## src/rtl/xadac_axi_arb.sv

```systemverilog
// Two-to-one round-robin arbiter for the xadac memory port.
// Write (AW+W) and read (AR) paths arbitrate independently; responses route back by ID MSB.
module xadac_axi_arb #(
   parameter int IdWidth   = 4,
   parameter int AddrWidth = 64,
   parameter int DataWidth = 128,
   parameter int StrbWidth = DataWidth/8
) (
   input  logic                           clk,
   input  logic                           rstn,
   input  logic [1:0][IdWidth-1:0]        s_aw_id,
   input  logic [1:0][AddrWidth-1:0]      s_aw_addr,
   input  logic [1:0]                     s_aw_valid,
   output logic [1:0]                     s_aw_ready,
   input  logic [1:0][DataWidth-1:0]      s_w_data,
   input  logic [1:0][StrbWidth-1:0]      s_w_strb,
   input  logic [1:0]                     s_w_valid,
   output logic [1:0]                     s_w_ready,
   output logic [1:0][IdWidth-1:0]        s_b_id,
   output logic [1:0]                     s_b_valid,
   input  logic [1:0]                     s_b_ready,
   input  logic [1:0][IdWidth-1:0]        s_ar_id,
   input  logic [1:0][AddrWidth-1:0]      s_ar_addr,
   input  logic [1:0]                     s_ar_valid,
   output logic [1:0]                     s_ar_ready,
   output logic [1:0][IdWidth-1:0]        s_r_id,
   output logic [1:0][DataWidth-1:0]      s_r_data,
   output logic [1:0]                     s_r_valid,
   input  logic [1:0]                     s_r_ready,
   output logic [IdWidth:0]               m_aw_id,
   output logic [AddrWidth-1:0]           m_aw_addr,
   output logic                           m_aw_valid,
   input  logic                           m_aw_ready,
   output logic [DataWidth-1:0]           m_w_data,
   output logic [StrbWidth-1:0]           m_w_strb,
   output logic                           m_w_valid,
   input  logic                           m_w_ready,
   input  logic [IdWidth:0]               m_b_id,
   input  logic                           m_b_valid,
   output logic                           m_b_ready,
   output logic [IdWidth:0]               m_ar_id,
   output logic [AddrWidth-1:0]           m_ar_addr,
   output logic                           m_ar_valid,
   input  logic                           m_ar_ready,
   input  logic [IdWidth:0]               m_r_id,
   input  logic [DataWidth-1:0]           m_r_data,
   input  logic                           m_r_valid,
   output logic                           m_r_ready
);

   typedef enum logic {W_IDLE, W_LOCK} w_state_t;
   typedef enum logic {R_IDLE, R_LOCK} r_state_t;

   w_state_t w_state_reg, w_state_next;
   logic     wgnt_reg, wgnt_next, wptr_reg, wptr_next;
   logic     aw_done_reg, aw_done_next, w_done_reg, w_done_next;
   logic     wsel, aw_hs, w_hs;

   r_state_t r_state_reg, r_state_next;
   logic     rgnt_reg, rgnt_next, rptr_reg, rptr_next;
   logic     rsel, ar_hs;

   always_ff @(posedge clk or negedge rstn) begin
      if (!rstn) begin
         w_state_reg <= W_IDLE;
         wgnt_reg    <= 1'b0;
         wptr_reg    <= 1'b0;
         aw_done_reg <= 1'b0;
         w_done_reg  <= 1'b0;
         r_state_reg <= R_IDLE;
         rgnt_reg    <= 1'b0;
         rptr_reg    <= 1'b0;
      end else begin
         w_state_reg <= w_state_next;
         wgnt_reg    <= wgnt_next;
         wptr_reg    <= wptr_next;
         aw_done_reg <= aw_done_next;
         w_done_reg  <= w_done_next;
         r_state_reg <= r_state_next;
         rgnt_reg    <= rgnt_next;
         rptr_reg    <= rptr_next;
      end
   end

   // Write path: AW and W travel as one grant; a split handshake locks the grant.
   always_comb begin
      w_state_next = w_state_reg;
      wgnt_next    = wgnt_reg;
      wptr_next    = wptr_reg;
      aw_done_next = aw_done_reg;
      w_done_next  = w_done_reg;
      m_aw_valid   = 1'b0;
      m_w_valid    = 1'b0;
      s_aw_ready   = 2'b00;
      s_w_ready    = 2'b00;
      wsel         = 1'b0;
      if (w_state_reg == W_IDLE) begin
         wsel = (&s_aw_valid) ? wptr_reg : s_aw_valid[1];
         if (|s_aw_valid) begin
            m_aw_valid       = 1'b1;
            m_w_valid        = s_w_valid[wsel];
            s_aw_ready[wsel] = m_aw_ready;
            s_w_ready[wsel]  = m_w_ready;
         end
      end else begin
         wsel             = wgnt_reg;
         m_aw_valid       = s_aw_valid[wsel] & ~aw_done_reg;
         m_w_valid        = s_w_valid[wsel] & ~w_done_reg;
         s_aw_ready[wsel] = m_aw_ready & ~aw_done_reg;
         s_w_ready[wsel]  = m_w_ready & ~w_done_reg;
      end
      if (!rstn) begin
         m_aw_valid = 1'b0;
         m_w_valid  = 1'b0;
         s_aw_ready = 2'b00;
         s_w_ready  = 2'b00;
      end
      aw_hs = m_aw_valid & m_aw_ready;
      w_hs  = m_w_valid & m_w_ready;
      if (w_state_reg == W_IDLE) begin
         if (m_aw_valid) begin
            if (aw_hs && w_hs) begin
               wptr_next = ~wsel;
            end else begin
               w_state_next = W_LOCK;
               wgnt_next    = wsel;
               aw_done_next = aw_hs;
               w_done_next  = w_hs;
            end
         end
      end else begin
         if ((aw_done_reg | aw_hs) && (w_done_reg | w_hs)) begin
            w_state_next = W_IDLE;
            wptr_next    = ~wgnt_reg;
            aw_done_next = 1'b0;
            w_done_next  = 1'b0;
         end else begin
            aw_done_next = aw_done_reg | aw_hs;
            w_done_next  = w_done_reg | w_hs;
         end
      end
   end

   assign m_aw_id   = {wsel, s_aw_id[wsel]};
   assign m_aw_addr = s_aw_addr[wsel];
   assign m_w_data  = s_w_data[wsel];
   assign m_w_strb  = s_w_strb[wsel];

   always_comb begin
      r_state_next = r_state_reg;
      rgnt_next    = rgnt_reg;
      rptr_next    = rptr_reg;
      m_ar_valid   = 1'b0;
      s_ar_ready   = 2'b00;
      rsel         = 1'b0;
      if (r_state_reg == R_IDLE) begin
         rsel = (&s_ar_valid) ? rptr_reg : s_ar_valid[1];
         m_ar_valid = |s_ar_valid;
      end else begin
         rsel       = rgnt_reg;
         m_ar_valid = s_ar_valid[rsel];
      end
      s_ar_ready[rsel] = m_ar_valid & m_ar_ready;
      if (!rstn) begin
         m_ar_valid = 1'b0;
         s_ar_ready = 2'b00;
      end
      ar_hs = m_ar_valid & m_ar_ready;
      if (r_state_reg == R_IDLE) begin
         if (ar_hs) begin
            rptr_next = ~rsel;
         end else if (m_ar_valid) begin
            r_state_next = R_LOCK;
            rgnt_next    = rsel;
         end
      end else if (ar_hs) begin
         r_state_next = R_IDLE;
         rptr_next    = ~rgnt_reg;
      end
   end

   assign m_ar_id   = {rsel, s_ar_id[rsel]};
   assign m_ar_addr = s_ar_addr[rsel];

   // Response routing is purely combinational on the ID tag bit.
   generate
      for (genvar gi = 0; gi < 2; gi++) begin : g_resp
         assign s_b_valid[gi] = m_b_valid & (m_b_id[IdWidth] == 1'(gi));
         assign s_b_id[gi]    = m_b_id[IdWidth-1:0];
         assign s_r_valid[gi] = m_r_valid & (m_r_id[IdWidth] == 1'(gi));
         assign s_r_id[gi]    = m_r_id[IdWidth-1:0];
         assign s_r_data[gi]  = m_r_data;
      end
   endgenerate

   assign m_b_ready = s_b_ready[m_b_id[IdWidth]];
   assign m_r_ready = s_r_ready[m_r_id[IdWidth]];

endmodule

```

## config.mk

```make
export PLATFORM = sky130hd
export DESIGN_NAME = xadac_axi_arb
export DESIGN_NICKNAME = d
export VERILOG_FILES = /design/src/rtl/xadac_axi_arb.sv
export SDC_FILE = /design/constraint.sdc
export NUM_CORES = 1
export LEC_CHECK = 0
export CAP_MARGIN = 30
export CELL_PAD_IN_SITES_DETAIL_PLACEMENT = 1
export CELL_PAD_IN_SITES_GLOBAL_PLACEMENT = 2
export CORE_AREA = 10 10 486 488
export DETAILED_ROUTE_END_ITERATION = 12
export DIE_AREA = 0 0 496 498
export DONT_BUFFER_PORTS = 1
export PLACE_DENSITY = 0.3
export SYNTH_ARGS = -nofsm -noshare
export SYNTH_HDL_FRONTEND = slang
export SYNTH_SLANG_ARGS = --single-unit
```

## constraint.sdc

```tcl
create_clock -name clk -period 1.5 [get_ports clk]
set_input_delay 0 -clock clk [delete_from_list [all_inputs] [get_ports clk]]
set_output_delay 0 -clock clk [all_outputs]
set_load 0.1 [all_outputs]
```

==> out/metrics.csv <==
metric,value,unit
final_max_slew_viol_count,0,
clkLatencyLatePin,270,ps
tightest_slew,747.0,ps
end_kind,output port,
p_sw,28.36,mW
via_per_inst,1.587,
initial_core_util,2.954,%
layout.nets,1242,
start_kind,flop,
p_seq_share,1.0,%
cp.required,1500,ps
drt_iter0_markers,329,
fin_skew,9.055,ps
die-width,496,um
crit_type,reg2out,
finalWorstSetupSlack,-593.7,ps
violations,setup timing,
ys_ff_latch,8,
grt_pass1_wl,121000,um
arrival,2090,ps
holdCritPathClass,in2out,
vdd_ir_drop_max,0.001361,V
fmax,0.4776,GHz
numCtsBuffers,3,
cts.clk_slew.worst_paths,50,ps
worstPathMaxFanout,6,
io_pins,1284,
via_count,5654,
synth_seq_area_share,2.993,%
p_comb_share,97.6,%
syn_area,0.006689,mm^2
post-route-util,5.324,%
relSlewSlack,50.03,%
ctsHtreeMaxLevel,1,
grt_max_degree,35,
layout_commonest_cell,mux2_4,
power.density,3431,mW/mm^2
coreArea,0.2264,mm^2
layoutNonFillerInstCount,3563,
synth_edf_count,0,
antenna_found_initial,118,
fin_crit,2094,ps
grt_pass1_vias,5942,
rsz0062_at_grt,yes,
rows,175,
cts_sinks,8,
syn_nets,1385,
drc,0,
synth_ff_type,dfrtp_1,
yosys_warnings,0,
hold_violations,0,
p_sw_share,68.58,%
area_growth,80.19,%
tns,-130100,ps
grt_usage,8.134,%
internal_power,12.99,mW
pwr-share-clk,1.3,%
wl,109600,um
cts_tree,yes,
postSynthAreaPerCell,9.983,um^2
wl_met1,30590,um
layout_common_cells,"mux2_4, buf_12, buf_16",
synthCells,670,
die_area,0.2470,mm^2
clock_path_buffers,2,
setup_violations,295,
wl_met2,53630,um
place_inst,3463,
portBuffers,0,
async_reset_ff_share,100.0,%
total_leakage_power,4.192,nW
gp_congestion,0.7762,
gr-total-overflow,0,
drive_gt1_share,92.00,%
maxCapViolations,0,
dpl.hpwl,98680,um
period_share,139.6,%
ant_nets,0,
wl_per_cell,30.77,um
dr.pass1.iters,4,
synth.distinct_cells,39,
highest_layer,met5,
wl_met3,19900,um
clock-root-buffer,clkbuf_16,
status,"finished, violations left",
dieHeight,498,um
path summary, 6_finish.rpt:
| check | start | endpoint | slack (ps) | cells after the start |
|---|---|---|---|---|
| max in group asynchronous | rstn | w_state_reg | 720 | 1 |
| max reg2reg | w_state_reg | wptr_reg | -180 | 6 |
| min | m_r_data[114] | s_r_data[242] | 0.02 | 0 |
| min reg2reg | rptr_reg | rptr_reg | 500 | 1 |
| max | wptr_reg | m_aw_addr[53] | -590 | 9 |
| min in group asynchronous | rstn | rgnt_reg | 250 | 1 |
layout make-up:
| type | count | area [um^2] |
|---|---|---|
| clock buffer | 3 | 75.07 |
| fill | 26838 | 214400 |
| multi-input combinational | 349 | 4995 |
| tap | 3009 | 3765 |
| inverter | 5 | 23.77 |
| antenna | 29 | 72.57 |
| timing repair buffer | 160 | 2920 |
| sequential | 8 | 201.4 |
critical path: stages, from the launching register on:
cell and delay [ps]:
dfrtp_1 340, nand2b_4 140, nand2_4 50, o21a_4 210
buf_4 140, buf_12 140, buf_12 140, buf_16 130
mux2_4 320, buf_12 170
layer usage:
metal	vias up	global-route usage (%)
li1	1796	-
met2	1036	14.65
met4	38	2.645
met1	2444	6.611
met3	340	6.495
met5	-	0.2935
cell usage after synthesis (2+ instances only):
| library cell | n | area share [%] |
|---|---|---|
| nand2_1 | 7 | 0.39 |
| buf_6 | 17 | 2.9 |
| nor2_1 | 7 | 0.39 |
| nand3b_1 | 4 | 0.45 |
| buf_2 | 15 | 1.1 |
| a211oi_1 | 2 | 0.22 |
| o22ai_1 | 2 | 0.19 |
| inv_1 | 5 | 0.28 |
| nor3_1 | 2 | 0.15 |
| mux2i_1 | 4 | 0.60 |
| and2_1 | 3 | 0.28 |
| o21ai_0 | 4 | 0.30 |
| nor2b_1 | 3 | 0.28 |
| a21o_1 | 2 | 0.22 |
| o21bai_1 | 2 | 0.22 |
| buf_4 | 275 | 31 |
| dfrtp_1 | 8 | 3.0 |
| mux2_4 | 136 | 31 |
| o21a_1 | 2 | 0.22 |
| a21oi_1 | 3 | 0.22 |
| nand2b_1 | 3 | 0.28 |
| mux2_2 | 147 | 25 |
power by group through the flow:
stage                     clock network [mW]  logic (mW)  registers (mW)
after floorplan                            0        33.0           0.412
after global placement                     0        34.8           0.399
after detailed placement                   0        34.9           0.405
after CTS                              0.604        39.9           0.405
after global routing                   0.589        41.4           0.437
final                                  0.555        40.4           0.419
cell families (layout without fill, tap and decap cells):
logic type             Yosys count  after routing  synth area share (%)
flip-flops                       8              8                 2.993
AND/OR/NAND/NOR                 33             33                 2.657
other                            0             29                     0
multiplexers                   287            287                 55.87
buffers and inverters          313            168                 35.19
AO/OA/AOI/OAI                   29             29                 3.292
what timing repair did:
action / 4_1_cts / 5_1_grt
pin swaps: 3 / 19
cloned: 22 / 9
buffers inserted: 26 / 20
hold buffers: 2 / 0
endpoints found under the setup margin: 296 / 296
gates resized for setup: 63 / 79
endpoints found under the hold margin: 11 / 0
stage by stage:
| step | area (um^2) | worst slack (ps) | hold WS [ps] | total power, mW |
|---|---|---|---|---|
| final | 12050 | -593.7 | 0.02354 | 41.35 |
| after global routing | 12000 | -640.2 | 0.3569 | 42.47 |
| after CTS | 11560 | -629.0 | 1.051 | 40.95 |
| after detailed placement | 10270 | -696.6 | -291.3 | 35.29 |
| after global placement | 10270 | -638.8 | -291.3 | 35.21 |
| after floorplan | 7481 | -548.2 | -295.6 | 33.43 |
(Power assumes the default switching activity.)
